===== config.mk =====
export PLATFORM = sky130hd
export DESIGN_NAME = raster_counter_flat
export DESIGN_NICKNAME = d
export VERILOG_FILES = /design/src/rtl/raster_counter_pkg.sv /design/src/rtl/raster_counter_if.sv /design/src/rtl/raster_counter_axis.sv /design/src/rtl/raster_counter.sv /design/src/flat_wrapper.sv
export SDC_FILE = /design/constraint.sdc
export NUM_CORES = 1
export LEC_CHECK = 0
export ABC_CLOCK_PERIOD_IN_PS = 6490
export CORE_MARGIN = 2
export CORE_UTILIZATION = 40
export CTS_CLUSTER_DIAMETER = 120
export DETAILED_ROUTE_END_ITERATION = 8
export PLACE_DENSITY = 0.73
export RECOVER_POWER = 50
export SLEW_MARGIN = 0
export SYNTH_ARGS = -nofsm -noshare
export SYNTH_HDL_FRONTEND = slang
export SYNTH_SLANG_ARGS = --single-unit

===== constraint.sdc =====
create_clock -name clk -period 6.49 [get_ports clk]
set_clock_uncertainty 0.15 [all_clocks]
set_input_delay 1.298 -clock clk [delete_from_list [all_inputs] [get_ports clk]]
set_output_delay 1.298 -clock clk [all_outputs]
set_load 0.02 [all_outputs]

===== src/rtl/raster_counter_pkg.sv =====
// rtl/raster_counter_pkg.sv - video timing presets and axis total helper for raster_counter
package raster_counter_pkg;

    localparam int P1080_H_ACTIVE = 1920;
    localparam int P1080_H_FP     = 88;
    localparam int P1080_H_SYNC   = 44;
    localparam int P1080_H_BP     = 148;
    localparam int P1080_V_ACTIVE = 1080;
    localparam int P1080_V_FP     = 4;
    localparam int P1080_V_SYNC   = 5;
    localparam int P1080_V_BP     = 36;

    localparam int P720_H_ACTIVE  = 1280;
    localparam int P720_H_FP      = 110;
    localparam int P720_H_SYNC    = 40;
    localparam int P720_H_BP      = 220;
    localparam int P720_V_ACTIVE  = 720;
    localparam int P720_V_FP      = 5;
    localparam int P720_V_SYNC    = 5;
    localparam int P720_V_BP      = 20;

    function automatic int axis_total(input int active, input int fp, input int sync, input int bp);
        return active + fp + sync + bp;
    endfunction

    function automatic int axis_sync_start(input int active, input int fp);
        return active + fp;
    endfunction

    function automatic int axis_sync_end(input int active, input int fp, input int sync);
        return active + fp + sync;
    endfunction

endpackage


===== src/rtl/raster_counter_if.sv =====
// rtl/raster_counter_if.sv - raster position/sync bundle; irq ports exist only with RASTER_LINE_IRQ_EN
interface raster_counter_if #(
    parameter int XW = 12,
    parameter int YW = 11
);
    logic          pix_en;
    logic [XW-1:0] x;
    logic [YW-1:0] y;
    logic          active;
    logic          hsync;
    logic          vsync;
    logic          line_start;
    logic          frame_start;
`ifdef RASTER_LINE_IRQ_EN
    logic [YW-1:0] irq_line;
    logic          line_irq;
`endif

    modport master (
        input  pix_en,
`ifdef RASTER_LINE_IRQ_EN
        input  irq_line,
        output line_irq,
`endif
        output x, y, active, hsync, vsync, line_start, frame_start
    );

    modport slave (
        output pix_en,
`ifdef RASTER_LINE_IRQ_EN
        output irq_line,
        input  line_irq,
`endif
        input  x, y, active, hsync, vsync, line_start, frame_start
    );
endinterface


===== src/rtl/raster_counter_axis.sv =====
// rtl/raster_counter_axis.sv - axis_counter: one wrapping raster axis with registered active/sync decode
module axis_counter #(
    parameter int   TOTAL  = 8,
    parameter int   ACTIVE = 4,
    parameter int   FP     = 1,
    parameter int   SYNC   = 2,
    parameter logic POL    = 1'b1,
    parameter int   W      = 4
) (
    input  logic         clk,
    input  logic         reset,
    input  logic         en,
    output logic [W-1:0] cnt,
    output logic         wrap,
    output logic         in_active,
    output logic         sync
);
    // One extra bit so a sync window ending exactly at 2**W still compares correctly
    localparam logic [W:0] LAST     = (W+1)'(TOTAL - 1);
    localparam logic [W:0] ACT_END  = (W+1)'(ACTIVE);
    localparam logic [W:0] SYNC_BEG = (W+1)'(ACTIVE + FP);
    localparam logic [W:0] SYNC_END = (W+1)'(ACTIVE + FP + SYNC);

    logic [W-1:0] cnt_q, cnt_d;
    logic         act_q, act_d;
    logic         sync_q, sync_d;
    logic         at_last;
    logic [W:0]   nxt;

    always_comb begin
        at_last = ({1'b0, cnt_q} == LAST);
        cnt_d   = cnt_q;
        act_d   = act_q;
        sync_d  = sync_q;
        nxt     = '0;
        // Decode the value being loaded so position and flags change on the same edge
        if (en) begin
            cnt_d  = at_last ? '0 : cnt_q + 1'b1;
            nxt    = {1'b0, cnt_d};
            act_d  = (nxt < ACT_END);
            sync_d = (nxt >= SYNC_BEG && nxt < SYNC_END) ? POL : ~POL;
        end
    end

    always_ff @(posedge clk) begin
        if (reset) begin
            cnt_q  <= LAST[W-1:0];
            act_q  <= 1'b0;
            sync_q <= ~POL;
        end else begin
            cnt_q  <= cnt_d;
            act_q  <= act_d;
            sync_q <= sync_d;
        end
    end

    assign cnt       = cnt_q;
    assign wrap      = en && at_last;
    assign in_active = act_q;
    assign sync      = sync_q;

endmodule


===== src/rtl/raster_counter.sv =====
// rtl/raster_counter.sv - pixel raster generator (x/y, active, syncs, strobes); RASTER_LINE_IRQ_EN adds line irq
module raster_counter
    import raster_counter_pkg::*;
#(
    parameter int   H_ACTIVE = P1080_H_ACTIVE,
    parameter int   H_FP     = P1080_H_FP,
    parameter int   H_SYNC   = P1080_H_SYNC,
    parameter int   H_BP     = P1080_H_BP,
    parameter int   V_ACTIVE = P1080_V_ACTIVE,
    parameter int   V_FP     = P1080_V_FP,
    parameter int   V_SYNC   = P1080_V_SYNC,
    parameter int   V_BP     = P1080_V_BP,
    parameter logic HS_POL   = 1'b1,
    parameter logic VS_POL   = 1'b1,
    parameter int   XW       = 12,
    parameter int   YW       = 11
) (
    input  logic             clk,
    input  logic             reset,
    raster_counter_if.master rif
);
    localparam int H_TOTAL = axis_total(H_ACTIVE, H_FP, H_SYNC, H_BP);
    localparam int V_TOTAL = axis_total(V_ACTIVE, V_FP, V_SYNC, V_BP);

    if ((2 ** XW) < H_TOTAL) begin : g_xw_chk
        $error("raster_counter: XW too narrow for H_TOTAL");
    end
    if ((2 ** YW) < V_TOTAL) begin : g_yw_chk
        $error("raster_counter: YW too narrow for V_TOTAL");
    end
    if (H_ACTIVE == 0 || V_ACTIVE == 0) begin : g_act_chk
        $error("raster_counter: active size must be non-zero");
    end

    logic [XW-1:0] h_cnt;
    logic [YW-1:0] v_cnt;
    logic          h_wrap, v_wrap, v_en;
    logic          h_act, v_act, h_sync, v_sync;

    axis_counter #(
        .TOTAL(H_TOTAL), .ACTIVE(H_ACTIVE), .FP(H_FP), .SYNC(H_SYNC), .POL(HS_POL), .W(XW)
    ) u_h (
        .clk(clk), .reset(reset), .en(rif.pix_en),
        .cnt(h_cnt), .wrap(h_wrap), .in_active(h_act), .sync(h_sync)
    );

    // The line counter only moves on the column wrap, so vsync can only change as x becomes 0
    assign v_en = rif.pix_en && h_wrap;

    axis_counter #(
        .TOTAL(V_TOTAL), .ACTIVE(V_ACTIVE), .FP(V_FP), .SYNC(V_SYNC), .POL(VS_POL), .W(YW)
    ) u_v (
        .clk(clk), .reset(reset), .en(v_en),
        .cnt(v_cnt), .wrap(v_wrap), .in_active(v_act), .sync(v_sync)
    );

    logic line_start_q, line_start_d;
    logic frame_start_q, frame_start_d;

    always_comb begin
        line_start_d  = h_wrap;
        frame_start_d = h_wrap && v_wrap;
    end

    always_ff @(posedge clk) begin
        if (reset) begin
            line_start_q  <= 1'b0;
            frame_start_q <= 1'b0;
        end else begin
            line_start_q  <= line_start_d;
            frame_start_q <= frame_start_d;
        end
    end

`ifdef RASTER_LINE_IRQ_EN
    logic          line_irq_q, line_irq_d;
    logic [YW-1:0] y_next;

    always_comb begin
        y_next     = v_wrap ? '0 : v_cnt + 1'b1;
        line_irq_d = h_wrap && (y_next == rif.irq_line);
    end

    always_ff @(posedge clk) begin
        if (reset) begin
            line_irq_q <= 1'b0;
        end else begin
            line_irq_q <= line_irq_d;
        end
    end

    assign rif.line_irq = line_irq_q;
`endif

    assign rif.x           = h_cnt;
    assign rif.y           = v_cnt;
    assign rif.active      = h_act && v_act;
    assign rif.hsync       = h_sync;
    assign rif.vsync       = v_sync;
    assign rif.line_start  = line_start_q;
    assign rif.frame_start = frame_start_q;

endmodule


===== src/flat_wrapper.sv =====
// flat-port wrapper written by rule: the top's interface ports become plain ports
module raster_counter_flat import raster_counter_pkg::*;
#(
    parameter int   H_ACTIVE = P1080_H_ACTIVE,
    parameter int   H_FP     = P1080_H_FP,
    parameter int   H_SYNC   = P1080_H_SYNC,
    parameter int   H_BP     = P1080_H_BP,
    parameter int   V_ACTIVE = P1080_V_ACTIVE,
    parameter int   V_FP     = P1080_V_FP,
    parameter int   V_SYNC   = P1080_V_SYNC,
    parameter int   V_BP     = P1080_V_BP,
    parameter logic HS_POL   = 1'b1,
    parameter logic VS_POL   = 1'b1,
    parameter int   XW       = 12,
    parameter int   YW       = 11
)
  (clk, reset, rif_pix_en, rif_x, rif_y, rif_active, rif_hsync, rif_vsync, rif_line_start, rif_frame_start);
  raster_counter_if #(.XW(XW), .YW(YW)) rif_i ();
  input  logic clk;
  input  logic reset;
  input wire logic [$bits(rif_i.pix_en)-1:0] rif_pix_en;
  output wire logic [$bits(rif_i.x)-1:0] rif_x;
  output wire logic [$bits(rif_i.y)-1:0] rif_y;
  output wire logic [$bits(rif_i.active)-1:0] rif_active;
  output wire logic [$bits(rif_i.hsync)-1:0] rif_hsync;
  output wire logic [$bits(rif_i.vsync)-1:0] rif_vsync;
  output wire logic [$bits(rif_i.line_start)-1:0] rif_line_start;
  output wire logic [$bits(rif_i.frame_start)-1:0] rif_frame_start;
  assign rif_i.pix_en = rif_pix_en;
  assign rif_x = rif_i.x;
  assign rif_y = rif_i.y;
  assign rif_active = rif_i.active;
  assign rif_hsync = rif_i.hsync;
  assign rif_vsync = rif_i.vsync;
  assign rif_line_start = rif_i.line_start;
  assign rif_frame_start = rif_i.frame_start;
  raster_counter #(.H_ACTIVE(H_ACTIVE), .H_FP(H_FP), .H_SYNC(H_SYNC), .H_BP(H_BP), .V_ACTIVE(V_ACTIVE), .V_FP(V_FP), .V_SYNC(V_SYNC), .V_BP(V_BP), .HS_POL(HS_POL), .VS_POL(VS_POL), .XW(XW), .YW(YW)) u_core (.clk(clk), .reset(reset), .rif(rif_i));
endmodule

* Yosys cells after proc, flatten, opt, wreduce, memory -nomap -nowiden *
Index checks and enable logic that the tools add are counted.

operators by class
  order comparisons = 6
  equality and inequality tests = 2
  reductions and logical operators = 7
  multiplexer cells = 4
  $add $sub $neg = 2

operators by type and width
  cell                   count
  $lt 11x11->1 const B   2
  $add 12x1->12 const B  1
  $eq 12x12->1 const B   1
  $ge 12x11->1 const B   1
  $lt 12x11->1 const B   1
  $lt 12x12->1 const B   1
  $mux 12                1
  $add 11x1->11 const B  1
  $eq 11x11->1 const B   1
  $ge 11x11->1 const B   1
  $mux 11                1
  $logic_and 1x1->1      7
  $mux 1                 2

storage, ports and cells
  word-level logic and storage cells = 29
  flip-flop bits (word level) = 29
  output and inout port bits = 28
  input bits = 3

* Depth between registers and ports, before layout *
Gate-level depths: netlist (run 1).

  word-level depth = 5
  mapped depth = 9
  gate-level depth less buffers = 8

* Modules after synthesis *
Synthesis (run 1) repeated with hierarchy kept, for this count alone.

unflattened totals
  cell total of the unflattened synthesis = 251
  area, all modules = 2000.7 sq um

by module, submodules not included
  module                      times used  area an instance (sq um)  sequential area each (sq um)  cells each
  axis_counter at u_core.u_h  1           1001.0                    280.3                         130
  axis_counter at u_core.u_v  1           932.1                     260.2                         115
  raster_counter              1           67.6                      40.0                          6

* Least setup slack after synthesis (run 1) *
No wires, ideal clock.

  kind = input port to flip-flop
  start = in rif_pix_en
  end = reg u_core.u_v.cnt_q[2], in the netlist u_core.u_v.cnt[2]
  stages on the path = 5
  arrival = 2.557 ns
  required time = 6.218 ns
  buffers on the path = 1
  slack = 3.662 ns
  setup time = 0.122 ns
  cell sequence = clkbuf_1 > inv_1 > nor4_4 > o21ai_0 > a221o_1

on the way
  word-level cells in the longest chain between the ends = 2

ends and longest elaborated chain
  item                   RTL line                   RTL
  start, declared        flat_wrapper.sv:21         input wire logic [$bits(rif_i.pix_en)-1:0] rif_pix_en;
  $logic_and 1x1->1      raster_counter_axis.sv:58  assign wrap = en && at_last;
  $logic_and 1x1->1 (*)  raster_counter.sv:48       assign v_en = rif.pix_en && h_wrap;
  end signal, assigned   raster_counter_axis.sv:47  cnt_q <= LAST[W-1:0];
  end signal, assigned   raster_counter_axis.sv:51  cnt_q <= cnt_d;
  end, declared          raster_counter_axis.sv:24  logic [W-1:0] cnt_q, cnt_d;

Mark *: on every way between the ends. The rest lies on a longest branch, timed or not.
A chain may end at the register's enable or synchronous reset.

* Worst setup path after layout (run 1) *
Ends and elaborated chain as after synthesis.

==> load_flow_metrics.sql, run 1 <==
INSERT INTO impl_metrics (metric_group, metric, value, unit) VALUES
('placement', 'portBuffers', '30', ''),
('cts', 'cts_hold_buf', '0', ''),
('drt', 'antenna_left', '0', ''),
('drt', 'drtIter0Drc', '188', ''),
('placement', 'preCtsSetupSlack', '2920', 'ps'),
('flow_run', 'cap_viol_max_count', '0', ''),
('finish', 'nets_final', '259', ''),
('timing', 'fmaxAchievable', '302', 'MHz'),
('synthesis', 'synth_enable_flop_cells', '0', ''),
('synthesis', 'syn-mean-instance-area', '8.03', 'um^2'),
('die', 'starting_density_of_the_core', '0.421', ''),
('global_routing', 'grt_start_max_net_pins', '32', ''),
('drt', 'drt-vias-per-instance', '5.95', ''),
('worst_setup_path', 'critical_path_arrival', '3340', 'ps'),
('synthesis', 'synth_area_leaders', 'dfxtp_1 (31%), a21oi_1 (4.5%), o21ai_0 (4.5%), nand2_1 (4.0%), nor2_1 (4.0%)', ''),
('hold_path', 'timing.hold.worst.class', 'reg -> reg', ''),
('worst_setup_path', 'critical_path_required', '6520', 'ps'),
('timing', 'finalHoldViolations', '0', ''),
('global_routing', 'grt_remaining_overflow', '0', ''),
('cts', 'total_clock_sinks', '29', ''),
('global_routing', 'grt_pass1_vias', '1617', ''),
('cts', 'tritoncts', 'yes', ''),
('drt', 'first_pass_iters', '4', ''),
('die', 'io_pins', '31', ''),
('synthesis', 'synth_sequential_area_ratio', '0.310', ''),
('cts', 'clock_tree.htree_level_count', '2', ''),
('drt', 'wl_met1', '2030', 'um'),
('drt', 'dr_wl_met2', '2170', 'um'),
('placement', 'dpl.cell_count', '298', ''),
('cts', 'clock_path_buffers', '2', ''),
('worst_setup_path', 'crit_fanout', '11', ''),
('timing', 'final_cycle_share', '0.509', ''),
('pwr', 'peak_supply_drop', '146', 'uV'),
('finish', 'nFillCells', '448', ''),
('die', 'floorplan.die_area', '0.00524', 'mm^2'),
('cts', 'clk_root_buffer_cell', 'clkbuf_8', ''),
('finish', 'layout_common_cells', 'dfxtp_1 (29), nand2_1 (21), nor2_1 (21)', ''),
('drt', 'vias', '1822', ''),
('timing', 'setup-tns-final', '0', 'ps'),
('synthesis', 'netlist-cell-type-count', '54', ''),
('global_routing', 'antenna_found_initial', '0', ''),
('timing', 'rsz0062_at_grt', 'no', ''),
('timing', 'timing.final.crit_period', '3310', 'ps'),
('drt', 'maxUsedRoutingLayer', 'met4', ''),
('timing', 'setup_slack', '3180', 'ps'),
('synthesis', 'synth.net_count', '239', ''),
('timing', 'worst_slew_margin_rel', '0.526', ''),
('cts', 'clk_transition_reported_paths', '70', 'ps'),
('timing', 'setup_violations', '0', ''),
('pwr', 'power_density', '229', 'mW/mm^2'),
('finish', 'drive_gt1_frac', '0.0945', ''),
('synthesis', 'synthesis.area', '0.00187', 'mm^2'),
('synthesis', 'ys_dominant_reg_cell', 'dfxtp_1', ''),
('die', 'design.core.area', '0.00444', 'mm^2'),
('die', 'die_h', '72.4', 'um'),
('timing', 'worstMarginPinSlew', '704', 'ps'),
('synthesis', 'netlist.top_cell.by_area', 'dfxtp_1', ''),
('timing', 'report.final.slew_viol_count', '0', ''),
('drt', 'remaining_drc_errors', '0', ''),
('finish', 'final_common_cell', 'dfxtp_1', ''),
('drt', 'route.met3.wl', '269', 'um'),
('finish', 'antenna-diode-count', '0', ''),
('die', 'floorplan.die.width', '72.4', 'um'),
('finish', 'post_layout_instance_count_excluding_filler_cells', '306', ''),
('placement', 'dp_hpwl', '3110', 'um'),
('synthesis', 'synth_async_sr_flop_share', '0', ''),
('drt', 'post_drt_wl_per_cell', '14.8', 'um'),
('drt', 'drt_wl_total', '4540', 'um'),
('global_routing', 'grt.total_usage', '0.186', ''),
('placement', 'gpl.final_weighted_congestion', '0.882', ''),
('worst_setup_path', 'worst_setup_path_end_kind', 'flop', ''),
('finish', 'flow.area_growth_from_synthesis', '18.7', '%'),
('synthesis', 'yosys_warnings', '0', ''),
('synthesis', 'synth_top_area_share', '0.310', ''),
('run_status', 'run_status', 'finished clean', ''),
('synthesis', 'netlist_instances', '233', ''),
('worst_setup_path', 'worst_setup_path_start_kind', 'primary input', ''),
('pwr', 'p_leak', '0.000792', 'uW'),
('cts', 'numCtsBuffers', '5', ''),
('cts', 'postCtsSetupRepairBufs', '0', ''),
('global_routing', 'global_route_wire_length_before_repair', '7710', 'um'),
('cts', 'clock_insertion_delay_at_the_later_pin_of_the_skew_report', '300', 'ps'),
('worst_setup_path', 'criticalPathCategory', 'in -> reg', ''),
('cts', 'cts.repair.resized', '0', ''),
('synthesis', 'synth_register_bits', '29', ''),
('die', 'count_of_standard_cell_rows', '24', '');
synth_stat cells, types with 2 or more instances:
library cell,count
a21oi_1,17
buf_2,6
or4b_4,2
nor2_1,20
nand2_1,20
xnor2_1,7
dfxtp_1,29
and4_1,3
inv_1,4
o21ai_0,17
nand4_1,4
nor3_2,3
a211oi_1,2
and3_1,4
nor3_1,11
or3_1,6
nand2_2,2
nand3_1,6
a31oi_1,4
nand3_2,3
a211o_1,4
clkbuf_1,8
o21a_1,2
xor2_1,7
a22oi_1,3
a311oi_1,2
a221o_1,2
o211ai_1,2
ha_1,3
buf_4,4
nor2b_1,3
metrics by stage:
| stage | hold slack [ps] | util | power, uW | instance area [um^2] |
|---|---|---|---|---|
| 2_1_floorplan | 323 | - | 323 | 1870 |
| 3_3_place_gp | 338 | 0.485 | 364 | 2150 |
| 3_5_place_dp | 345 | 0.485 | 367 | 2150 |
| 4_1_cts | 355 | 0.503 | 513 | 2240 |
| 5_1_grt | 376 | 0.500 | 535 | 2220 |
| 6_report | 352 | 0.500 | 508 | 2220 |
final cells by class:
type / instances / area, um^2 / share of cell area
Timing Repair Buffer: 31 / 308 / 0.139
Tap cell: 52 / 65.1 / 0.0293
Sequential cell: 29 / 581 / 0.261
Inverter: 4 / 15.0 / 0.00676
Clock inverter: 2 / 10.0 / 0.00450
Multi-Input combinational cell: 182 / 1170 / 0.527
Clock buffer: 6 / 72.6 / 0.0327
power breakdown:
group | internal, uW | switching [uW] | total, uW
registers | 191 | 25.0 | 216
logic | 59.9 | 83.8 | 144
clock network | 74.1 | 74.2 | 148
total | 325 | 183 | 508
path summary, 6_finish.rpt:
path / startpoint / endpoint / slack, ps / depth (start not counted)
worst max-delay path: rif_pix_en / u_core.u_v.cnt[2]$_SDFFE_PP1P_ / 3180 / 5
worst min-delay path: u_core.u_v.in_active$_SDFFE_PP0P_ / u_core.u_v.in_active$_SDFFE_PP0P_ / 350 / 2
worst max register to register: u_core.u_h.cnt[4]$_SDFFE_PP1P_ / u_core.u_v.sync$_SDFFE_PP0P_ / 3540 / 6
worst min register to register: u_core.u_v.in_active$_SDFFE_PP0P_ / u_core.u_v.in_active$_SDFFE_PP0P_ / 350 / 2
sequential cells by signal, indices dropped and copies added, names as in the netlist:
register,count
u_core.u_h.cnt,12
u_core.u_v.cnt,11
u_core.rif.frame_start,1
u_core.rif.line_start,1
u_core.u_h.in_active,1
u_core.u_h.sync,1
u_core.u_v.in_active,1
u_core.u_v.sync,1
per-layer routing:
layer / global-route usage / vias up
li1: - / 896
met2: 0.286 / 59
met1: 0.243 / 859
met4: 0.0905 / 0
met3: 0.0472 / 8
met5: 0 / -
logic make-up (layout without fill, tap and decap cells):
kind of cell | Yosys count | after routing | share of synthesized area
buffers and inverters | 22 | 43 | 0.0561
AO/OA/AOI/OAI | 63 | 63 | 0.219
adder cells (fa/ha/maj) | 3 | 3 | 0.0201
XOR/XNOR | 14 | 14 | 0.0655
flip-flops | 29 | 29 | 0.310
AND/OR/NAND/NOR | 102 | 102 | 0.330
critical path, cell delays in order:
cell and delay [ps]:
dlygate4sd3_1 720, inv_1 260, nor4_4 530, o21ai_0 160
a221o_1 360
(Power assumes the default switching activity.)
==> run 2: changes to the inputs <==
Settings changed: ABC_CLOCK_PERIOD_IN_PS 6490 to 3100.
Clock period 6.49 ns to 3.1 ns, I/O delays scaled along.
==> load_flow_metrics.sql, run 2 (synthesis results as in run 1) <==
INSERT INTO impl_metrics (metric_group, metric, value, unit) VALUES
('timing', 'worst_slew_margin_rel', '0.578', ''),
('pwr', 'p_leak', '0.000815', 'uW'),
('pwr', 'power_density', '480', 'mW/mm^2'),
('hold_path', 'worst_hold_path.num_cells', '2', ''),
('die', 'die_h', '72.4', 'um'),
('cts', 'clk_root_buffer_cell', 'clkbuf_8', ''),
('worst_setup_path', 'critical_path.reg2reg.startpoint', 'u_core.u_h.cnt[4]$_SDFFE_PP1P_', ''),
('cts', 'tritoncts', 'yes', ''),
('worst_setup_path', 'worst_setup_path_end_kind', 'flop', ''),
('drt', 'drt-vias-per-instance', '5.85', ''),
('finish', 'drive_gt1_frac', '0.0980', ''),
('cts', 'cts.repair.resized', '0', ''),
('placement', 'dp_hpwl', '3190', 'um'),
('cts', 'postCtsSetupRepairBufs', '0', ''),
('finish', 'nets_final', '261', ''),
('drt', 'drtIter0Drc', '166', ''),
('cts', 'clock_insertion_delay_at_the_later_pin_of_the_skew_report', '290', 'ps'),
('finish', 'antenna-diode-count', '0', ''),
('cts', 'clock_path_buffers', '2', ''),
('hold_path', 'timing.hold.worst.class', 'reg -> reg', ''),
('flow_run', 'cap_viol_max_count', '0', ''),
('global_routing', 'grt_remaining_overflow', '0', ''),
('pwr', 'total_power', '1070', 'uW'),
('placement', 'preCtsSetupSlack', '504', 'ps'),
('finish', 'final_common_cell', 'dfxtp_1', ''),
('timing', 'worstMarginPinSlew', '628', 'ps'),
('worst_setup_path', 'critical_path_arrival', '2700', 'ps'),
('worst_setup_path', 'depth_of_the_worst_register_to_register_path', '6', ''),
('cts', 'numCtsBuffers', '5', ''),
('drt', 'antenna_left', '0', ''),
('die', 'design.core.area', '0.00444', 'mm^2'),
('die', 'starting_density_of_the_core', '0.421', ''),
('drt', 'drt_wl_total', '4560', 'um'),
('timing', 'timing.final.crit_period', '2650', 'ps'),
('cts', 'clk_transition_reported_paths', '60', 'ps'),
('timing', 'setup_slack', '455', 'ps'),
('finish', 'number_of_flip_flops_under_the_largest_register_name', '12', ''),
('timing', 'fmaxAchievable', '378', 'MHz'),
('timing', 'final_cycle_share', '0.853', ''),
('worst_setup_path', 'worst_setup_path_start_kind', 'flop', ''),
('finish', 'postLayoutCoreUtil', '0.504', ''),
('placement', 'post_detailed_placement_cell_area', '0.00217', 'mm^2'),
('run_status', 'run_status', 'finished clean', ''),
('global_routing', 'grt_pass1_vias', '1772', ''),
('placement', 'portBuffers', '30', ''),
('finish', 'nFillCells', '449', ''),
('placement', 'gpl.final_weighted_congestion', '0.900', ''),
('die', 'io_pins', '31', ''),
('global_routing', 'grt_start_max_net_pins', '31', ''),
('timing', 'finalHoldViolations', '0', ''),
('timing', 'report.final.slew_viol_count', '0', ''),
('worst_setup_path', 'critical_path_required', '3160', 'ps'),
('timing', 'setup-tns-final', '0', 'ps'),
('cts', 'cts_hold_buf', '0', ''),
('drt', 'post_drt_wl_per_cell', '14.9', 'um'),
('global_routing', 'global_route_wire_length_before_repair', '8020', 'um'),
('drt', 'remaining_drc_errors', '0', ''),
('hold_path', 'hp-start', 'u_core.u_v.in_active$_SDFFE_PP0P_', ''),
('timing', 'rsz0062_at_grt', 'no', ''),
('hold_path', 'min_to', 'u_core.u_v.in_active$_SDFFE_PP0P_', ''),
('global_routing', 'antenna_found_initial', '0', ''),
('die', 'floorplan.die.width', '72.4', 'um'),
('global_routing', 'grt.total_usage', '0.193', ''),
('die', 'count_of_standard_cell_rows', '24', ''),
('cts', 'total_clock_sinks', '29', ''),
('finish', 'flow.area_growth_from_synthesis', '19.7', '%'),
('worst_setup_path', 'crit_fanout', '13', ''),
('worst_setup_path', 'criticalPathCategory', 'reg -> reg', ''),
('worst_setup_path', 'worst_r2r_dst', 'u_core.u_v.sync$_SDFFE_PP0P_', ''),
('worst_setup_path', 'worst-r2r-setup-slack', '450', 'ps'),
('die', 'floorplan.die_area', '0.00524', 'mm^2'),
('finish', 'final_area', '0.00224', 'mm^2'),
('pwr', 'peak_supply_drop', '226', 'uV'),
('drt', 'vias', '1796', ''),
('finish', 'layout_common_cells', 'dfxtp_1 (29), nand2_1 (20), nor2_1 (20)', ''),
('timing', 'setup_violations', '0', ''),
('cts', 'clock_tree.htree_level_count', '2', ''),
('drt', 'first_pass_iters', '4', '');
## run 2: cell type report
cell class,instances,area [um^2],share of cell area
tap,52,65.1,0.0291
multi-input combinational,182,1180,0.526
inverter,4,15.0,0.00670
sequential,29,581,0.259
timing repair buffer,33,315,0.141
clock buffer,7,86.3,0.0385
## run 2: critical path: stages, from the launching register on
cell     delay (ps)
dfxtp_1         590
or4b_1          600
nor3_4          380
nand2_2         230
nor3_2          310
nand2_1         100
o31ai_2         200
## run 2: where the power goes
group,switching (uW),internal [uW]
Clock,142,176
Sequential,53.3,399
Combinational,179,125
Total,374,701
## run 2: per-stage QoR
stage	cells	hold slack [ps]
floorplan	233	323
global placement	300	356
detailed placement	300	338
CTS	307	346
global route	307	373
finish	307	347
## run 2: per-layer routing
layer	global-route usage	wire length, um
met2	0.312	2210
met3	0.0389	217
met5	0	0
met1	0.235	2020
met4	0.117	113
## run 2: worst max-delay path by stage
| stage | end | start | slack [ps] | cells after the start |
|---|---|---|---|---|
| after floorplan | u_core.u_v.sync$_SDFFE_PP0P_ | u_core.u_v.cnt[1]$_SDFFE_PP0P_ | 650 | 9 |
| after global placement | u_core.u_v.cnt[2]$_SDFFE_PP1P_ | rif_pix_en | 560 | 5 |
| after detailed placement | u_core.u_v.cnt[2]$_SDFFE_PP1P_ | rif_pix_en | 500 | 5 |
| after CTS | u_core.u_v.sync$_SDFFE_PP0P_ | u_core.u_h.cnt[4]$_SDFFE_PP1P_ | 530 | 6 |
| after global routing | u_core.u_v.sync$_SDFFE_PP0P_ | u_core.u_h.cnt[4]$_SDFFE_PP1P_ | 290 | 6 |
| final | u_core.u_v.sync$_SDFFE_PP0P_ | u_core.u_h.cnt[4]$_SDFFE_PP1P_ | 450 | 6 |
